<file path="src/rtl/sipo_8bit_rx.sv">
// sipo_8bit_rx: MSB-first serial-to-parallel receiver with valid/ready output and sticky overrun.
// Define SIPO_PARITY_EN for 9-bit frames ending in an even-parity bit (reported on parity_err).
module sipo_8bit_rx #(parameter int WIDTH = 8) (
  input  logic             clk,
  input  logic             rst,
  input  logic             si,
  input  logic             si_en,
  output logic [WIDTH-1:0] po,
  output logic             po_valid,
  input  logic             po_ready,
  output logic             busy,
  output logic             overrun,
  output logic             parity_err
);
`ifdef SIPO_PARITY_EN
  localparam int F = WIDTH + 1;
`else
  localparam int F = WIDTH;
`endif
  localparam int CW = $clog2(F + 1);
  logic [F-2:0]     shreg;
  logic [CW-1:0]    cnt;
  logic [F-1:0]     frame;
  logic [WIDTH-1:0] word;
  logic             perr, done, load;
  // frame is the full received frame including the bit arriving this cycle
  assign frame = {shreg, si};
`ifdef SIPO_PARITY_EN
  assign word = frame[F-1:1];
  assign perr = ^frame;
`else
  assign word = frame;
  assign perr = 1'b0;
`endif
  assign done = si_en && cnt == CW'(F - 1);
  assign load = done && (!po_valid || po_ready);
  assign busy = cnt != '0;
  always_ff @(posedge clk) begin
    if (rst) begin
      shreg      <= '0;
      cnt        <= '0;
      po         <= '0;
      po_valid   <= 1'b0;
      overrun    <= 1'b0;
      parity_err <= 1'b0;
    end else begin
      if (si_en) begin
        shreg <= frame[F-2:0];
        cnt   <= done ? '0 : cnt + CW'(1);
      end
      if (load) begin
        po         <= word;
        parity_err <= perr;
      end
      po_valid <= load || (po_valid && !po_ready);
      if (done && po_valid && !po_ready) overrun <= 1'b1;
    end
  end
endmodule

</file>
<file path="config.mk">
export PLATFORM = sky130hd
export DESIGN_NAME = sipo_8bit_rx
export DESIGN_NICKNAME = d
export VERILOG_FILES = /design/src/rtl/sipo_8bit_rx.sv
export SDC_FILE = /design/constraint.sdc
export NUM_CORES = 1
export LEC_CHECK = 0
export ABC_CLOCK_PERIOD_IN_PS = 1550
export BUFFER_PORTS_ARGS = -buffer_cell sky130_fd_sc_hd__clkbuf_2
export CORE_UTILIZATION = 52
export CTS_CLUSTER_SIZE = 10
export DETAILED_ROUTE_END_ITERATION = 6
export PLACE_DENSITY = 0.76
export SETUP_SLACK_MARGIN = 0.02
export SKIP_LAST_GASP = 1
export SYNTH_ARGS = -nofsm -noshare
export SYNTH_HDL_FRONTEND = slang
export SYNTH_SLANG_ARGS = --single-unit
</file>
<file path="constraint.sdc">
create_clock -name clk -period 1.55 [get_ports clk]
set_input_delay 0.155 -clock clk [delete_from_list [all_inputs] [get_ports clk]]
set_output_delay 0.155 -clock clk [all_outputs]
set_load 0.03 [all_outputs]
</file>
==> run metrics <==
status finished, violations left; violated checks DRC; mux cell area share after synthesis 17.9%; Port Buffer Count 15; main combinational cell family by area after synthesis simple AND/OR/NAND/NOR gates; hold_ws 0.120 ns; CP Launch Type register; hold buffers post-CTS 0; worst-path maximum fanout 8; RD Place Congestion 0.821; Compound-Gate Fraction of Synth Area 2.79%; largest net degree at the start of global routing 30; CP endpoint kind register; Final setup violation count 0; DP HPWL 895 um; TritonCTS buffer count 3; RSZ-0062 raised after global routing false; synthesized area per cell 9.95 um2; CTS tree yes; most frequent cells in the layout dfxtp_1, nand2b_1, mux2i_1; Post-CTS Setup Bufs 0; Root Buffer Master clkbuf_4; vias in the first global route 525; cts repair resizes 0; Syn-to-layout area delta 10.9%; # rows 14; Seq. cell area 420 um2; Max Cap Viol 0; Final min period 1.39 ns; H-tree levels 1; total wire length 1280 um; Ys Warns 0; flops & latches, synth 21; Post-Synth Simple-Gate Area 23.0%; Syn Nets 97; Die Wd 43.5 um; post-synthesis adder-cell area fraction 2.79%; antenna violations before repair 0; final period utilization 89.7%; Fmax achieved 719 MHz; DIE HEIGHT 43.5 um; grt met3 use 2.50%; count of different cell masters after synthesis 20; LEAKAGE 0.438 nW; Post-DP Area 967 um2; XOR/XNOR Fraction of Synth Area 0.978%; vias 601; fillers 130; Final Hold Fails 0; io pins 17; met1 usage 23.3%; fin. max-slew vios 0; Worst-Skew Late Latency 0.29 ns; Finished Cell Area 993 um2; cells after synthesis 90; WS Path Type register to register; Initial Utilization 57.5%; CTS Sinks 21; synthesized cell area 896 um2; Crit path required time 1.78 ns; Seq/Total Area, Yosys 46.9%; final net count 113; Max Root-Sink Buffers 2; vias per cell 4.97; Final TNS setup 0 ns; Worst-path clk slew 0.11 ns; post-route ant nets 0; commonest non-fill, non-tap cell in the layout dfxtp_1; grt peak-use layer met1; DRC Markers 4; GR Util met2 22.4%; DR pass1 iterations 6; Die ar. 1890 um2; VDD IR max 0.000420 V; drt first-iter violations 8; power per cell area 873 nW/um2; Total GRT Usage 16.0%; area of the multi-input gates 429 um2; DR WL/cell 10.6 um; grt total ovfl 0; # diodes 0; share of cells above drive strength 1 21.9%; clock skew 0.00229 ns; worst hold path type input port to register; first-pass GRT wire length 2240 um; core area 1560 um2; CP arrival 1.62 ns
-- where the power goes --
part           leakage (nW)  switching (W)  internal, W
sequential            0.170     0.00000693     0.000547
clock                0.0150       0.000149     0.000100
combinational         0.253      0.0000375    0.0000275
total                 0.438       0.000193     0.000674
-- cells in the mapped netlist --
cell | instances | area [um2]
ha_1 | 2 | 25.0
nand2_1 | 3 | 11.3
nand4b_2 | 1 | 15.0
buf_6 | 1 | 11.3
buf_4 | 2 | 15.0
dfxtp_1 | 21 | 420
or3_1 | 1 | 6.26
mux2i_1 | 16 | 160
o21ba_2 | 1 | 10.0
nand4_1 | 1 | 6.26
nor2_1 | 11 | 41.3
inv_1 | 2 | 7.51
a21oi_1 | 3 | 15.0
conb_1 | 1 | 3.75
xor2_1 | 1 | 8.76
clkbuf_1 | 2 | 7.51
nor2b_2 | 1 | 8.76
nand2b_1 | 18 | 113
nand3_1 | 1 | 5.00
buf_2 | 1 | 5.00
-- worst max-delay path, stage by stage (launching register included) --
cell and delay (ns):
dfxtp_1 0.40, ha_1 0.23, nand4b_2 0.19, nor2b_2 0.14
buf_4 0.19, mux2i_1 0.19
-- routing by layer --
metal,wire [um],up-vias
li1,-,323
met1,732,265
met2,500,11
met3,38,2
met4,10,0
met5,0,-
-- path summary, 6_finish.rpt --
path / start / to / slack [ns] / depth (start not counted)
worst max-delay path: cnt[1] / po[2] / 0.16 / 5
worst min-delay path: si / po[0] / 0.12 / 3
worst max register to register: cnt[1] / po[2] / 0.16 / 5
worst min register to register: po[0] / po[0] / 0.48 / 2
-- per-stage QoR --
stage	instances	utilization, %	power [W]	worst slack [ns]
2_1_floorplan	90	-	0.000618	0.347
3_3_place_gp	117	62.0	0.000630	0.264
3_5_place_dp	117	62.0	0.000631	0.202
4_1_cts	121	63.7	0.000882	0.175
5_1_grt	121	63.7	0.000908	0.0529
6_report	121	63.7	0.000868	0.160
-- area by class of cell --
| type | instances | area share (%) |
|---|---|---|
| multi-input combinational | 61 | 43.2 |
| sequential | 21 | 42.3 |
| timing repair buffer | 17 | 9.07 |
| clock buffer | 4 | 2.64 |
| tap | 16 | 2.02 |
| inverter | 2 | 0.756 |
-- logic make-up after synthesis --
group	after synthesis
compound gates	4
xor+xnor	1
fa+ha+maj	2
buf+inv	8
flops	21
mux	16
other cells	1
simple gates	37
-- sequential cells by signal, summed over array words and instances (netlist names) --
name and count:
shreg 7, po 8, cnt 4, overrun 1, po_valid 1
Power figures use the tool's default switching activity.
